===== src/rtl/virtual_ds2431_mem_write_scratchpad_if.sv =====
// Byte-level 1-Wire handshake between the Write Scratchpad engine (master)
// and the byte I/O layer (slave).
interface virtual_ds2431_mem_write_scratchpad_if;
    logic [7:0] rxDat;
    logic       ByteTransDone;
    logic       nRxTx;
    logic       transTrig;
    logic [7:0] sentDat;

    modport master (
        input  rxDat,
        input  ByteTransDone,
        output nRxTx,
        output transTrig,
        output sentDat
    );

    modport slave (
        output rxDat,
        output ByteTransDone,
        input  nRxTx,
        input  transTrig,
        input  sentDat
    );
endinterface


===== src/rtl/virtual_ds2431_mem_write_scratchpad.sv =====
// DS2431 Write Scratchpad (0x0F) command engine: receives TA1/TA2/data, fills the
// scratchpad, maintains TA1/TA2/ES and returns the inverted CRC16 to the master.
module virtual_ds2431_mem_write_scratchpad (
    input  logic        clk,
    input  logic        rst,
    input  logic        cmdRunTrig,
    input  logic        masterRst,
    virtual_ds2431_mem_write_scratchpad_if.master byteIo,
    output logic [63:0] Scratchpad,
    output logic [7:0]  TA1,
    output logic [7:0]  TA2,
    output logic [7:0]  ES,
    output logic        cmdDone
);

    typedef enum logic [2:0] {
        IDLE    = 3'd0,
        CMD     = 3'd1,
        RX_TA1  = 3'd2,
        RX_TA2  = 3'd3,
        RX_DATA = 3'd4,
        TX_CRCL = 3'd5,
        TX_CRCH = 3'd6,
        DONE    = 3'd7
    } state_t;

    // CRC-16/MAXIM, reflected 0xA001, one byte folded LSB first
    function automatic logic [15:0] crc16Fold(input logic [15:0] crcIn, input logic [7:0] dataIn);
        logic [15:0] c;
        c = crcIn;
        for (int i = 0; i < 8; i++) begin
            if (c[0] ^ dataIn[i]) begin
                c = {1'b0, c[15:1]} ^ 16'hA001;
            end else begin
                c = {1'b0, c[15:1]};
            end
        end
        return c;
    endfunction

    state_t      stateR;
    logic [15:0] crcR;
    logic [2:0]  offsetR;
    logic        trigPrevR;
    logic        btdPrevR;
    logic        trigEdgeS;
    logic        btdEdgeS;
    logic [15:0] crcNextS;

    assign trigEdgeS = cmdRunTrig & ~trigPrevR;
    assign btdEdgeS  = byteIo.ByteTransDone & ~btdPrevR;
    assign crcNextS  = crc16Fold(crcR, byteIo.rxDat);

    // Previous-cycle copies of the trigger inputs for rising-edge detection
    always_ff @(posedge clk or posedge rst) begin
        if (rst) begin
            trigPrevR <= 1'b0;
            btdPrevR  <= 1'b0;
        end else begin
            trigPrevR <= cmdRunTrig;
            btdPrevR  <= byteIo.ByteTransDone;
        end
    end

    // Command FSM with registered handshake, scratchpad and status outputs
    always_ff @(posedge clk or posedge rst) begin
        if (rst) begin
            stateR           <= IDLE;
            crcR             <= 16'h0000;
            offsetR          <= 3'd0;
            byteIo.nRxTx     <= 1'b0;
            byteIo.transTrig <= 1'b0;
            byteIo.sentDat   <= 8'hFF;
            Scratchpad       <= 64'h0;
            TA1              <= 8'h00;
            TA2              <= 8'h00;
            ES               <= 8'h00;
            cmdDone          <= 1'b0;
        end else begin
            byteIo.transTrig <= 1'b0;
            // Bus reset beats a simultaneous restart; registers keep partial progress
            if ((stateR != IDLE) && masterRst) begin
                stateR         <= IDLE;
                byteIo.nRxTx   <= 1'b0;
                byteIo.sentDat <= 8'hFF;
            end else if ((stateR != IDLE) && trigEdgeS) begin
                stateR         <= CMD;
                cmdDone        <= 1'b0;
                crcR           <= 16'h0000;
                byteIo.nRxTx   <= 1'b0;
                byteIo.sentDat <= 8'hFF;
            end else begin
                case (stateR)
                    IDLE: begin
                        if (trigEdgeS) begin
                            cmdDone <= 1'b0;
                            crcR    <= 16'h0000;
                            stateR  <= CMD;
                        end
                    end
                    CMD: begin
                        crcR             <= crc16Fold(crcR, 8'h0F);
                        byteIo.nRxTx     <= 1'b0;
                        byteIo.transTrig <= 1'b1;
                        stateR           <= RX_TA1;
                    end
                    RX_TA1: begin
                        if (btdEdgeS) begin
                            TA1              <= byteIo.rxDat;
                            crcR             <= crcNextS;
                            offsetR          <= byteIo.rxDat[2:0];
                            ES               <= {5'b00000, byteIo.rxDat[2:0]};
                            byteIo.transTrig <= 1'b1;
                            stateR           <= RX_TA2;
                        end
                    end
                    RX_TA2: begin
                        if (btdEdgeS) begin
                            TA2              <= byteIo.rxDat;
                            crcR             <= crcNextS;
                            ES[5]            <= 1'b1;
                            byteIo.transTrig <= 1'b1;
                            stateR           <= RX_DATA;
                        end
                    end
                    RX_DATA: begin
                        if (btdEdgeS) begin
                            Scratchpad[{offsetR, 3'b000} +: 8] <= byteIo.rxDat;
                            crcR    <= crcNextS;
                            ES[2:0] <= offsetR;
                            // The CRC request goes out on the same edge so the master sees no gap
                            if (offsetR == 3'd7) begin
                                ES[5]            <= 1'b0;
                                byteIo.nRxTx     <= 1'b1;
                                byteIo.sentDat   <= ~crcNextS[7:0];
                                byteIo.transTrig <= 1'b1;
                                stateR           <= TX_CRCL;
                            end else begin
                                ES[5]            <= 1'b1;
                                offsetR          <= offsetR + 3'd1;
                                byteIo.transTrig <= 1'b1;
                            end
                        end
                    end
                    TX_CRCL: begin
                        if (btdEdgeS) begin
                            byteIo.sentDat   <= ~crcR[15:8];
                            byteIo.transTrig <= 1'b1;
                            stateR           <= TX_CRCH;
                        end
                    end
                    TX_CRCH: begin
                        if (btdEdgeS) begin
                            stateR <= DONE;
                        end
                    end
                    DONE: begin
                        cmdDone        <= 1'b1;
                        byteIo.sentDat <= 8'hFF;
                        byteIo.nRxTx   <= 1'b0;
                        stateR         <= IDLE;
                    end
                    default: begin
                        stateR <= IDLE;
                    end
                endcase
            end
        end
    end

endmodule


===== src/flat_wrapper.sv =====
// flat-port wrapper written by rule: the top's interface ports become plain ports
module virtual_ds2431_mem_write_scratchpad_flat 
  (clk, rst, cmdRunTrig, masterRst, Scratchpad, TA1, TA2, ES, cmdDone, byteIo_rxDat, byteIo_ByteTransDone, byteIo_nRxTx, byteIo_transTrig, byteIo_sentDat);
  virtual_ds2431_mem_write_scratchpad_if byteIo_i ();
  input  logic clk;
  input  logic rst;
  input  logic cmdRunTrig;
  input  logic masterRst;
  output logic [63:0] Scratchpad;
  output logic [7:0] TA1;
  output logic [7:0] TA2;
  output logic [7:0] ES;
  output logic cmdDone;
  input wire logic [$bits(byteIo_i.rxDat)-1:0] byteIo_rxDat;
  input wire logic [$bits(byteIo_i.ByteTransDone)-1:0] byteIo_ByteTransDone;
  output wire logic [$bits(byteIo_i.nRxTx)-1:0] byteIo_nRxTx;
  output wire logic [$bits(byteIo_i.transTrig)-1:0] byteIo_transTrig;
  output wire logic [$bits(byteIo_i.sentDat)-1:0] byteIo_sentDat;
  assign byteIo_i.rxDat = byteIo_rxDat;
  assign byteIo_i.ByteTransDone = byteIo_ByteTransDone;
  assign byteIo_nRxTx = byteIo_i.nRxTx;
  assign byteIo_transTrig = byteIo_i.transTrig;
  assign byteIo_sentDat = byteIo_i.sentDat;
  virtual_ds2431_mem_write_scratchpad u_core (.clk(clk), .rst(rst), .cmdRunTrig(cmdRunTrig), .masterRst(masterRst), .byteIo(byteIo_i), .Scratchpad(Scratchpad), .TA1(TA1), .TA2(TA2), .ES(ES), .cmdDone(cmdDone));
endmodule

===== config.mk =====
export PLATFORM = sky130hd
export DESIGN_NAME = virtual_ds2431_mem_write_scratchpad_flat
export DESIGN_NICKNAME = d
export VERILOG_FILES = /design/src/rtl/virtual_ds2431_mem_write_scratchpad_if.sv /design/src/rtl/virtual_ds2431_mem_write_scratchpad.sv /design/src/flat_wrapper.sv
export SDC_FILE = /design/constraint.sdc
export NUM_CORES = 1
export LEC_CHECK = 0
export CAP_MARGIN = 20
export CORE_ASPECT_RATIO = 0.9
export CORE_UTILIZATION = 45
export DETAILED_ROUTE_END_ITERATION = 16
export DONT_BUFFER_PORTS = 1
export PLACE_DENSITY_LB_ADDON = 0.2
export SKIP_LAST_GASP = 1
export SLEW_MARGIN = 15
export SYNTH_ARGS = -nofsm -noshare
export SYNTH_HDL_FRONTEND = slang
export SYNTH_SLANG_ARGS = --single-unit

===== constraint.sdc =====
create_clock -name clk -period 3.6 [get_ports clk]
set_input_delay 0.72 -clock clk [delete_from_list [all_inputs] [get_ports clk]]
set_output_delay 0.72 -clock clk [all_outputs]
set_load 0.01 [all_outputs]

==> key figures <==
Timing
  – Period utilization: roughly 80%
  – Hold Vio Cnt, Final: 0
  – Slew of the pin with the lowest slew margin: between 700 and 800 ps
  – Final-report setup violation count: 0
  – Final setup skew: 6.64 ps
  – Max_slew headroom: 49.4%
  – Max Slew Vio Count: 0
  – Setup_tns: 0 ps
  – RSZ-0062 raised after global routing: no
  – Post-route minimum period: ~3000 ps
  – Highest clock rate: 339 MHz

Global route
  – Largest net degree at the start of global routing: 89
  – Total grt overflow: 0
  – Number of global-route vias before repair: 3797
  – Initial antenna violation count: 0
  – GRT Total Usage: between 20% and 30%
  – First-pass GRT wire length: about 21000 µm

Synth
  – Yosys top cell area share: 48.7%
  – Synth async-reset ratio: 100%
  – Mean area per synthesized cell: 11.7 µm²
  – Post-synth EDFFs: 0
  – Synth Register Bits: ~120
  – Most common flop cell mapped by yosys: dfrtp_1
  – Unique masters post-synth: 54
  – Post-Syn Instances: 487
  – Dominant cell type by area after synthesis: dfrtp_1
  – Synth top area cells: dfrtp_1 (49%), mux2_2 (16%), dfstp_2 (3.7%)
  – Synth Cell Area: around 5700 µm²
  – Seq/Total Area, Yosys: a little over half
  – Syn. warnings: 0

Worst setup path
  – Worst path most repeated cell: nand2_1
  – Reg2reg path depth: 8
  – Cell Chain, Critical Path: inv_1 -> ha_1 -> nand2b_1 -> o21ai_1 -> nand2_1 -> nor4_1 -> nand2_1 -> mux2_1
  – Slowest cell on the critical path: nor4_1
  – Crit path kind: flip-flop to flip-flop
  – WP data arrival: between 3000 and 4000 ps
  – Critical path startpoint category: flip-flop
  – Req. time, crit path: 3900 ps
  – R2R setup slack: between 600 and 700 ps
  – Reg-to-Reg Start: u_core.stateR[0]
  – Worst setup path end: u_core.Scratchpad[60]
  – Worst-path maximum fanout: 11
  – Crit path launch: u_core.stateR[0]
  – Worst Setup End Kind: flip-flop
  – Worst flop-to-flop path endpoint: u_core.Scratchpad[60]
  – CP max stage delay: 530 ps

Clock tree
  – Clock sink total: 119
  – Hold_buf cts: 0
  – Clk buf depth: 2
  – Clk Latency, worst-skew pair: roughly 420 ps
  – Setup bufs post-CTS: 0
  – Root Buffer: clkbuf_16
  – CTS tree: done
  – H-tree Lvls: 4
  – Post_cts resized: 0
  – Clock transition at path regs: 50 ps
  – TritonCTS buffer count: 17

Finish
  – Final Instance Count excl. Fillers: between 600 and 700
  – Final net count: about 520
  – Antenna Cells: 0
  – Share of cells above drive strength 1: 25.9%
  – Synthesis-to-layout area growth: 13.8%
  – Fill cell count: just over 1000
  – Final Util: a little over half

Floorplan
  – Die width: around 120 µm
  – Core area: 12200 µm²
  – Die area: around 13000 µm²
  – Initial core utilization: a little under half
  – Top Ports: 112
  – Die Y: roughly 110 µm
  – Site Rows: 38

Route
  – Number of vias per cell: around 5.7
  – Vias: between 3000 and 4000
  – DRT Pass-1 Iters: 5
  – Final antenna-violating net count: 0
  – Remaining DRCs: 0
  – Detailed Route Iter0 Violations: 223
  – WL per Instance: roughly 20 µm
  – Final wirelength: 13500 µm

Placed design
  – Dpl cells: roughly 630
  – Post-DP HPWL: a little over 9000 µm
  – Port buffer count: 0
  – GP Congestion: ~0.84

Pwr
  – P_leak: slightly above 3 nW
  – Power, Total: ~0.0059 W
  – Worst ir drop on vdd: between 0.3 and 0.4 mV
  – Power per standard cell area: roughly 900 nW/µm²

Flow run
  – Total of max-cap violations: 0

Run status
  – Status: completed

Worst hold path
  – Worst Hold Class: input pin to asynchronous set/reset pin
synthesized netlist by cell type, drive strengths merged, types with 3 or more instances:
| library cell | number |
|---|---|
| a21oi | 27 |
| a22o | 6 |
| a31oi | 8 |
| and2 | 15 |
| and3 | 7 |
| buf | 7 |
| clkbuf | 18 |
| dfrtp | 111 |
| dfstp | 8 |
| ha | 11 |
| inv | 10 |
| mux2 | 81 |
| mux2i | 4 |
| nand2 | 27 |
| nand2b | 6 |
| nand3 | 3 |
| nor2 | 30 |
| nor2b | 6 |
| nor3 | 13 |
| nor3b | 3 |
| o21ai | 18 |
| o22ai | 4 |
| o2bb2ai | 6 |
| o31ai | 3 |
| xnor2 | 19 |
| xor2 | 8 |
worst max-delay path: cells and delay by family (launching register included):
kind	cells	cell delay (ps)
AND/OR/NAND/NOR	4	1320
AO/OA/AOI/OAI	1	210
flip-flops	1	400
multiplexers	1	400
adder cells (fa/ha/maj)	1	380
buffers and inverters	1	120
cell usage in the layout (no fill, tap or decap), drive strengths merged, types with 3 or more instances in the layout:
cell	instances
a21oi	27
a22o	6
a31oi	8
and2	15
and3	7
buf	9
bufinv	3
clkbuf	23
clkinv	5
conb	4
dfrtp	111
dfstp	8
ha	11
inv	9
mux2	81
mux2i	4
nand2	27
nand2b	6
nand3	3
nor2	30
nor2b	6
nor3	13
nor3b	3
o21ai	18
o22ai	4
o2bb2ai	6
o31ai	3
xnor2	19
xor2	8
layer usage:
layer  global-route usage, %  up-vias  routed length (µm)
li1                        -     1733                   -
met1                    27.1     1888                5790
met2                    34.8      140                6370
met3                    7.74       28                1080
met4                    11.3        0                 306
met5                       0        -                   0
cell type report:
type | count | area [µm²] | area share (%)
sequential | 119 | 2990 | 46.1
multi-input combinational | 336 | 2580 | 39.7
clock buffer | 23 | 478 | 7.37
tap | 160 | 200 | 3.09
clock inverter | 9 | 123 | 1.89
timing repair buffer | 9 | 80.1 | 1.23
inverter | 10 | 41.3 | 0.637
where the power goes:
| part | internal (W) | total, W | switching [W] |
|---|---|---|---|
| clock | 0.00113 | 0.00172 | 0.000582 |
| combinational | 0.000939 | 0.00215 | 0.00121 |
| sequential | 0.00165 | 0.00199 | 0.000338 |
per-stage QoR:
step / setup WS (ps) / instance area [µm²] / hold WS (ps)
floorplan: 1050 / 5720 / 410
global placement: 628 / 5880 / 441
detailed placement: 705 / 5890 / 446
CTS: 658 / 6490 / 294
global route: 315 / 6490 / 313
finish: 647 / 6490 / 285
worst min path at each step:
stage	startpoint	endpoint
2_1_floorplan	u_core.crcR[10]	u_core.byteIo.sentDat[2]
3_3_place_gp	u_core.crcR[10]	u_core.byteIo.sentDat[2]
3_5_place_dp	u_core.crcR[11]	u_core.byteIo.sentDat[3]
4_1_cts	rst	u_core.Scratchpad[14]
5_1_grt	cmdRunTrig	u_core.trigPrevR
6_report	rst	u_core.Scratchpad[14]
flip-flops by register name (all words and copies together), names as in the netlist, 3 cells and up:
name and flops:
u_core.byteIo.sentDat 8, u_core.TA2 8, u_core.Scratchpad 64, u_core.TA1 8, u_core.stateR 3, u_core.crcR 16, u_core.ES 4, u_core.offsetR 3
cells by family after synthesis:
kind of cell | count (synthesis) | synth area share (%)
fa+ha+maj | 11 | 2.41
simple gates | 118 | 10.5
xor+xnor | 30 | 5.51
compound gates | 88 | 9.79
mux | 85 | 16.7
other cells | 1 | 0.0658
flops | 119 | 52.4
buf+inv | 35 | 2.59
Power figures use the tool's default switching activity.
